File: config.mk
export PLATFORM = sky130hd
export DESIGN_NAME = merc16_register_file
export DESIGN_NICKNAME = d
export VERILOG_FILES = /design/src/rtl/merc16_register_file.sv
export SDC_FILE = /design/constraint.sdc
export NUM_CORES = 1
export LEC_CHECK = 0
export ABC_CLOCK_PERIOD_IN_PS = 2200
export BUFFER_PORTS_ARGS = -buffer_cell sky130_fd_sc_hd__buf_4
export CELL_PAD_IN_SITES_DETAIL_PLACEMENT = 2
export CELL_PAD_IN_SITES_GLOBAL_PLACEMENT = 2
export CORE_ASPECT_RATIO = 1.25
export CORE_MARGIN = 4
export CORE_UTILIZATION = 44
export CTS_CLUSTER_SIZE = 12
export DETAILED_ROUTE_END_ITERATION = 16
export PLACE_DENSITY = 0.83
export REMOVE_ABC_BUFFERS = 1
export SKIP_CTS_REPAIR_TIMING = 1
export SKIP_LAST_GASP = 1
export SLEW_MARGIN = 20
export SYNTH_ARGS = -nofsm -noshare
export SYNTH_HDL_FRONTEND = slang
export SYNTH_SLANG_ARGS = --single-unit
export TNS_END_PERCENT = 1
File: constraint.sdc
create_clock -name Clock -period 2.2 [get_ports Clock]
set_clock_uncertainty 0.05 [all_clocks]
set_input_delay 0.22 -clock Clock [delete_from_list [all_inputs] [get_ports Clock]]
set_output_delay 0.22 -clock Clock [all_outputs]
set_load 0.02 [all_outputs]
File: src/rtl/merc16_register_file.sv
// MERC-16 general-purpose register file: 16 x 16-bit, R0 hardwired to zero.
// Five combinational read ports (two full-address, three short-address reaching R0..R7)
// and one synchronous write port driven by writeback.
// Optional feature: define WRITE_BYPASS_EN to forward same-cycle write data to any
// read port whose (zero-extended) address matches a live, non-R0 write.
module merc16_register_file #(
    parameter int unsigned DATA_WIDTH       = 16,
    parameter int unsigned ADDR_WIDTH       = 4,
    parameter int unsigned SHORT_ADDR_WIDTH = 3
) (
    input  logic                        Clock,
    input  logic                        Reset,
    input  logic [ADDR_WIDTH-1:0]       RsAddr,
    input  logic [SHORT_ADDR_WIDTH-1:0] RsShortAddr,
    input  logic [SHORT_ADDR_WIDTH-1:0] RtAddr,
    input  logic [ADDR_WIDTH-1:0]       RdAddr,
    input  logic [SHORT_ADDR_WIDTH-1:0] RdShortAddr,
    input  logic [ADDR_WIDTH-1:0]       WriteAddr,
    input  logic [DATA_WIDTH-1:0]       WriteData,
    input  logic                        WriteEnable,
    output logic [DATA_WIDTH-1:0]       Rs,
    output logic [DATA_WIDTH-1:0]       RsShort,
    output logic [DATA_WIDTH-1:0]       Rt,
    output logic [DATA_WIDTH-1:0]       Rd,
    output logic [DATA_WIDTH-1:0]       RdShort
);

    localparam int unsigned NUM_REGS = 2 ** ADDR_WIDTH;
    localparam int unsigned PAD      = ADDR_WIDTH - SHORT_ADDR_WIDTH;

    // Only R1..R(NUM_REGS-1) are stored; R0 is synthesised as a constant in the read view.
    logic [DATA_WIDTH-1:0] regQ    [1:NUM_REGS-1];
    logic [DATA_WIDTH-1:0] regView [NUM_REGS];

    logic [ADDR_WIDTH-1:0] rsShortExt;
    logic [ADDR_WIDTH-1:0] rtExt;
    logic [ADDR_WIDTH-1:0] rdShortExt;
    logic                  writeHit;

    // Short addresses are zero-extended so they can never reach the upper half.
    assign rsShortExt = {{PAD{1'b0}}, RsShortAddr};
    assign rtExt      = {{PAD{1'b0}}, RtAddr};
    assign rdShortExt = {{PAD{1'b0}}, RdShortAddr};

    // Writes to R0 are dropped here so R0 never needs storage.
    assign writeHit = WriteEnable && (WriteAddr != '0);

    // Register storage: async clear, single synchronous write port.
    always_ff @(posedge Clock or negedge Reset) begin
        if (!Reset) begin
            for (int i = 1; i < NUM_REGS; i++) begin
                regQ[i] <= '0;
            end
        end else if (writeHit) begin
            for (int i = 1; i < NUM_REGS; i++) begin
                if (WriteAddr == i[ADDR_WIDTH-1:0]) begin
                    regQ[i] <= WriteData;
                end
            end
        end
    end

    // Full 2**ADDR_WIDTH-entry read view with R0 fixed at zero; no undefined entries.
    always_comb begin
        regView[0] = '0;
        for (int i = 1; i < NUM_REGS; i++) begin
            regView[i] = regQ[i];
        end
    end

`ifdef WRITE_BYPASS_EN
    logic bypassLive;

    // Forwarding only applies to a write that will actually land this edge.
    assign bypassLive = writeHit && Reset;

    // Read ports with same-cycle write forwarding.
    always_comb begin
        Rs      = regView[RsAddr];
        RsShort = regView[rsShortExt];
        Rt      = regView[rtExt];
        Rd      = regView[RdAddr];
        RdShort = regView[rdShortExt];
        if (bypassLive && (RsAddr == WriteAddr))     Rs      = WriteData;
        if (bypassLive && (rsShortExt == WriteAddr)) RsShort = WriteData;
        if (bypassLive && (rtExt == WriteAddr))      Rt      = WriteData;
        if (bypassLive && (RdAddr == WriteAddr))     Rd      = WriteData;
        if (bypassLive && (rdShortExt == WriteAddr)) RdShort = WriteData;
    end
`else
    // Read ports show registered contents only.
    always_comb begin
        Rs      = regView[RsAddr];
        RsShort = regView[rsShortExt];
        Rt      = regView[rtExt];
        Rd      = regView[RdAddr];
        RdShort = regView[rdShortExt];
    end
`endif

endmodule

# Yosys cells after proc, flatten, opt, wreduce, memory -nomap -nowiden
# Cells that the tools add are included.
# totals
ff_bits	240
in_bits	40
output_inout_bits	80
wordCells	72
# op_classes
n_lt_le_gt_ge	5
n_eq_ne	15
mux	15
bitwise_logic	5
reduce_logical	17
# op_table
operator	n
$bmux 16 s4	5
$mux 16	10
$eq 4x4->1 const B	8
$reduce_and 2->1	15
$ge 5x5->1 const B	5
$eq 4x3->1 const B	4
$not 3->5	3
$not 4->5	2
$eq 4x2->1 const B	2
$eq 4x1->1 const B	1
$reduce_bool 4->1	1
$logic_and 1x1->1	1

# Depth between registers and ports, before layout
# depth
depth_word	4
mapped_depth	7
mapped_depth_nobuf	4

# Least setup slack after synthesis
# Ideal clock, no wire load.
# synth_timing
path_kind	in2out
startpoint	input RtAddr[1]
endpoint	output Rt[15]
arrival_time_ns	1.642
slack_ns	0.288
stages	5
n_path_buf	2
path_cell_list	clkbuf_1 > nor2b_1 > clkbuf_1 > a22oi_1 > o21ai_0
# synth_via
elab_chain_cells	4
# synth_rtl
item	line_no	source
start: declaration	15	input logic [SHORT_ADDR_WIDTH-1:0] RtAddr,
$not 3->5 (implied by the code)	95	Rt = regView[rtExt];
$bmux 16 s4	95	
$mux 16 (implied by the code) (2 in a row)	95	
end: declaration	23	output logic [DATA_WIDTH-1:0] Rt,
# Every way passes these cells. The select of a mux whose other input is x is not followed.

# Final worst setup path
# layout_timing
startpoint	register regQ[125] (netlist bit)
endpoint	output Rs[13]
# layout_via
elab_chain_cells	3
# layout_rtl
item	line_no	source
start: declaration	32	logic [DATA_WIDTH-1:0] regQ [1:NUM_REGS-1];
start signal: indexed assignment	57	regQ[i] <= WriteData;
$bmux 16 s4	93	Rs = regView[RsAddr];
$mux 16 (implied by the code) (2 in a row)	93	
end: declaration	21	output logic [DATA_WIDTH-1:0] Rs,
# Every way passes these cells. The select of a mux whose other input is x is not followed.

==> results.sh <==
export IMPL_netlist_area_sq_um=15600
export IMPL_yosysSeqAreaShare=0.386
export IMPL_yosysWarnings=0
export IMPL_overflow=0
export IMPL_synth_compound_area_share=0.0837
export IMPL_grt_pass1_vias=14100
export IMPL_start_util=0.449
export IMPL_maxSlewHeadroom=0.199
export IMPL_top_register="regQ"
export IMPL_cap_violations=0
export IMPL_synth_seq_cells=240
export IMPL_power_switching_mw=6.40
export IMPL_vias=12700
export IMPL_hold_violations=6
export IMPL_whs_ps=-8.89
export IMPL_clk_pin_slew_ps=70
export IMPL_synthArstFlopShare=1.00
export IMPL_ant_nets=0
export IMPL_synth_top_family_by_area="multiplexers"
export IMPL_synth_cells=1147
export IMPL_ys_types=31
export IMPL_largest_registers="regQ: 240 flops"
export IMPL_synth_mux_area_frac=0.462
export IMPL_worstMarginPinSlew_ps=1200
export IMPL_first_pass_iters=5
export IMPL_endpoint_kind="output pin"
export IMPL_largest_register_ffs=240
export IMPL_die_height_microns=218
export IMPL_outcome="finished with violations"
export IMPL_setup_viol=64
export IMPL_clk_latency_ps=560
export IMPL_swShare=0.361
export IMPL_area_growth_pct=18.4
export IMPL_finalInstanceArea_sq_um=18400
export IMPL_numCtsBuffers=27
export IMPL_synthAdderAreaFrac=0
export IMPL_grt_max_degree=65
export IMPL_path_class="reg2out"
export IMPL_synth_edf_count=0
export IMPL_antenna_found_initial=0
export IMPL_synthXorXnorAreaFrac=0
export IMPL_critPathRequiredTime_ps=1930
export IMPL_synthSimpleGateAreaFrac=0.0189
export IMPL_die_area_sq_um=38500
export IMPL_io_buffer_count=119
export IMPL_slew_viol_final=0
export IMPL_dpl_cell_area_sq_um=17300
export IMPL_min_period_ps=2630
export IMPL_cp_arrival_ps=2360
export IMPL_drc_errors=0
export IMPL_cts_root_buf="clkbuf_16"
export IMPL_layout_drive_gt1_share=0.548
export IMPL_p_clk_frac=0.273
export IMPL_diodes=0
export IMPL_ir_drop_mv=0.704
export IMPL_drt_initial_drc_count=1424
export IMPL_finalCritPeriodShare=1.19
export IMPL_nNetsFinal=1306
export IMPL_die_w_microns=176
export IMPL_combPwrFrac=0.331
export IMPL_cp_max_fo=3
export IMPL_dpl_hpwl_mm=41.5
export IMPL_syn_avg_cell_area_sq_um=13.6
export IMPL_drt_wl_total_mm=71.1
export IMPL_tritoncts="built"
export IMPL_cts_sinks=240
export IMPL_p_int_mw=11.3
export IMPL_violations="negative hold slack, negative setup slack"
export IMPL_wire_per_inst_microns=40.6
export IMPL_rsz0062_at_grt="yes"
export IMPL_rows=76
export IMPL_p_per_area_nw_per_um2=963
export IMPL_drt_vias_per_instance=7.27
export IMPL_coreArea_sq_um=34700
export IMPL_pre_cts_ws_ps=-214
export IMPL_grt_pass1_wl_mm=101
export IMPL_pin_count=120
export IMPL_timing_final_ws_setup_ps=-428
export IMPL_p_leak_nw=7.65
export IMPL_cts_max_level=1
export IMPL_gp_congestion=0.827
export IMPL_cts_buffer_depth=3
export IMPL_track_usage=0.354
export IMPL_startpoint_type="register"
export IMPL_synthFlopType="dfrtp_1"
export IMPL_seqPwrFrac=0.396
export IMPL_hp_class="in2reg"
export IMPL_fmax_mhz=381
==> critical path: stages (launching register included) <==
cell and delay, ps:
dfrtp_1 430, mux2i_1 170, a221oi_2 460, a21oi_2 110
o211ai_1 400, buf_4 220
==> cells in the final DEF (no fill, tap or decap), types with 2 or more instances in the layout <==
cell,n
mux2_2,293
dfrtp_1,233
buf_4,177
mux4_2,143
a221oi_1,58
a21oi_1,52
inv_1,50
mux2_1,42
clkbuf_16,27
buf_12,20
mux2i_1,18
a22o_1,16
nand2_1,16
dlygate4sd3_1,13
nand3_1,10
clkbuf_8,10
nor2_1,9
a221o_1,9
o211ai_1,9
nor2_2,9
o221ai_1,8
dfrtp_2,7
o22a_1,6
a31oi_1,6
nor2b_2,5
nand2b_1,5
o21ai_0,4
clkbuf_1,4
a22oi_1,3
or3_1,3
clkinv_2,3
a221oi_2,2
a21oi_2,2
nand3b_1,2
bufinv_16,2
==> power groups by stage <==
| stage | clock (mW) | sequential (mW) | combinational [mW] |
|---|---|---|---|
| after floorplan | 0 | 6.22 | 3.55 |
| after global placement | 0 | 6.53 | 5.10 |
| after detailed placement | 0 | 6.84 | 5.44 |
| after CTS | 4.88 | 6.88 | 5.67 |
| after global routing | 5.08 | 7.08 | 6.12 |
| final | 4.84 | 7.03 | 5.86 |
==> kinds of logic after synthesis <==
family / Yosys count
flip-flops: 240
multiplexers: 497
AND/OR/NAND/NOR: 62
buffers and inverters: 172
AO/OA/AOI/OAI: 176
==> metal layers <==
metal / vias up / share of wire / routed length, microns / GRT usage
met1: 6781 / 0.35 / 24800 / 0.420
met2: 859 / 0.50 / 35700 / 0.600
met5: - / 0 / 0 / 0
met4: 0 / 0.074 / 5250 / 0.231
met3: 328 / 0.075 / 5330 / 0.0519
li1: 4768 / - / - / -
==> stage by stage <==
step | total power [mW] | TNS (ps) | hold slack [ps] | utilization | instances
2_1_floorplan | 9.76 | 0 | -126 | - | 1026
3_3_place_gp | 11.6 | -5440 | 146 | 0.498 | 1686
3_5_place_dp | 12.3 | -1210 | 156 | 0.499 | 1686
4_1_cts | 17.4 | -9820 | -431 | 0.525 | 1733
5_1_grt | 18.3 | -14390 | -3.58 | 0.531 | 1752
6_report | 17.7 | -12030 | -8.89 | 0.531 | 1752
==> cells in the mapped netlist (5+ instances only) <==
| master | count | area (sq um) |
|---|---|---|
| nand2b_1 | 5 | 31.3 |
| o22a_1 | 6 | 52.6 |
| a221o_1 | 9 | 90.1 |
| inv_1 | 50 | 188 |
| mux2_1 | 42 | 473 |
| mux2i_1 | 18 | 180 |
| buf_6 | 10 | 113 |
| a21oi_1 | 54 | 270 |
| buf_2 | 45 | 225 |
| mux4_2 | 143 | 3220 |
| clkbuf_1 | 62 | 233 |
| a22o_1 | 16 | 140 |
| nand2_1 | 16 | 60.1 |
| o221ai_1 | 8 | 70.1 |
| mux2_2 | 294 | 3310 |
| a31oi_1 | 6 | 37.5 |
| dfrtp_1 | 240 | 6010 |
| o211ai_1 | 9 | 67.6 |
| nor2_1 | 18 | 67.6 |
| a221oi_1 | 60 | 526 |
| nand3_1 | 10 | 50.1 |
| nor2b_1 | 7 | 43.8 |
==> cell type report <==
| cell class | count | area, sq um |
|---|---|---|
| clock buffers | 41 | 828 |
| clock inverters | 6 | 83.8 |
| fillers | 3178 | 16300 |
| inverters | 51 | 191 |
| multi-input cells | 735 | 8850 |
| flip-flops and latches | 240 | 6010 |
| well taps | 468 | 586 |
| repair buffers | 211 | 1870 |
==> worst paths after layout <==
kind                          startpoint        end  slack (ps)  cells past startpoint
setup reg to reg               regQ[237]  regQ[237]        1160                      2
hold / removal             WriteData[13]  regQ[173]          -9                      2
min in group asynchronous          Reset  regQ[229]         140                      2
hold reg to reg                 regQ[79]   regQ[79]         480                      1
setup / recovery               regQ[125]     Rs[13]        -430                      5
max in group asynchronous          Reset  regQ[237]        1050                      3
Power figures use the tool's default switching activity.
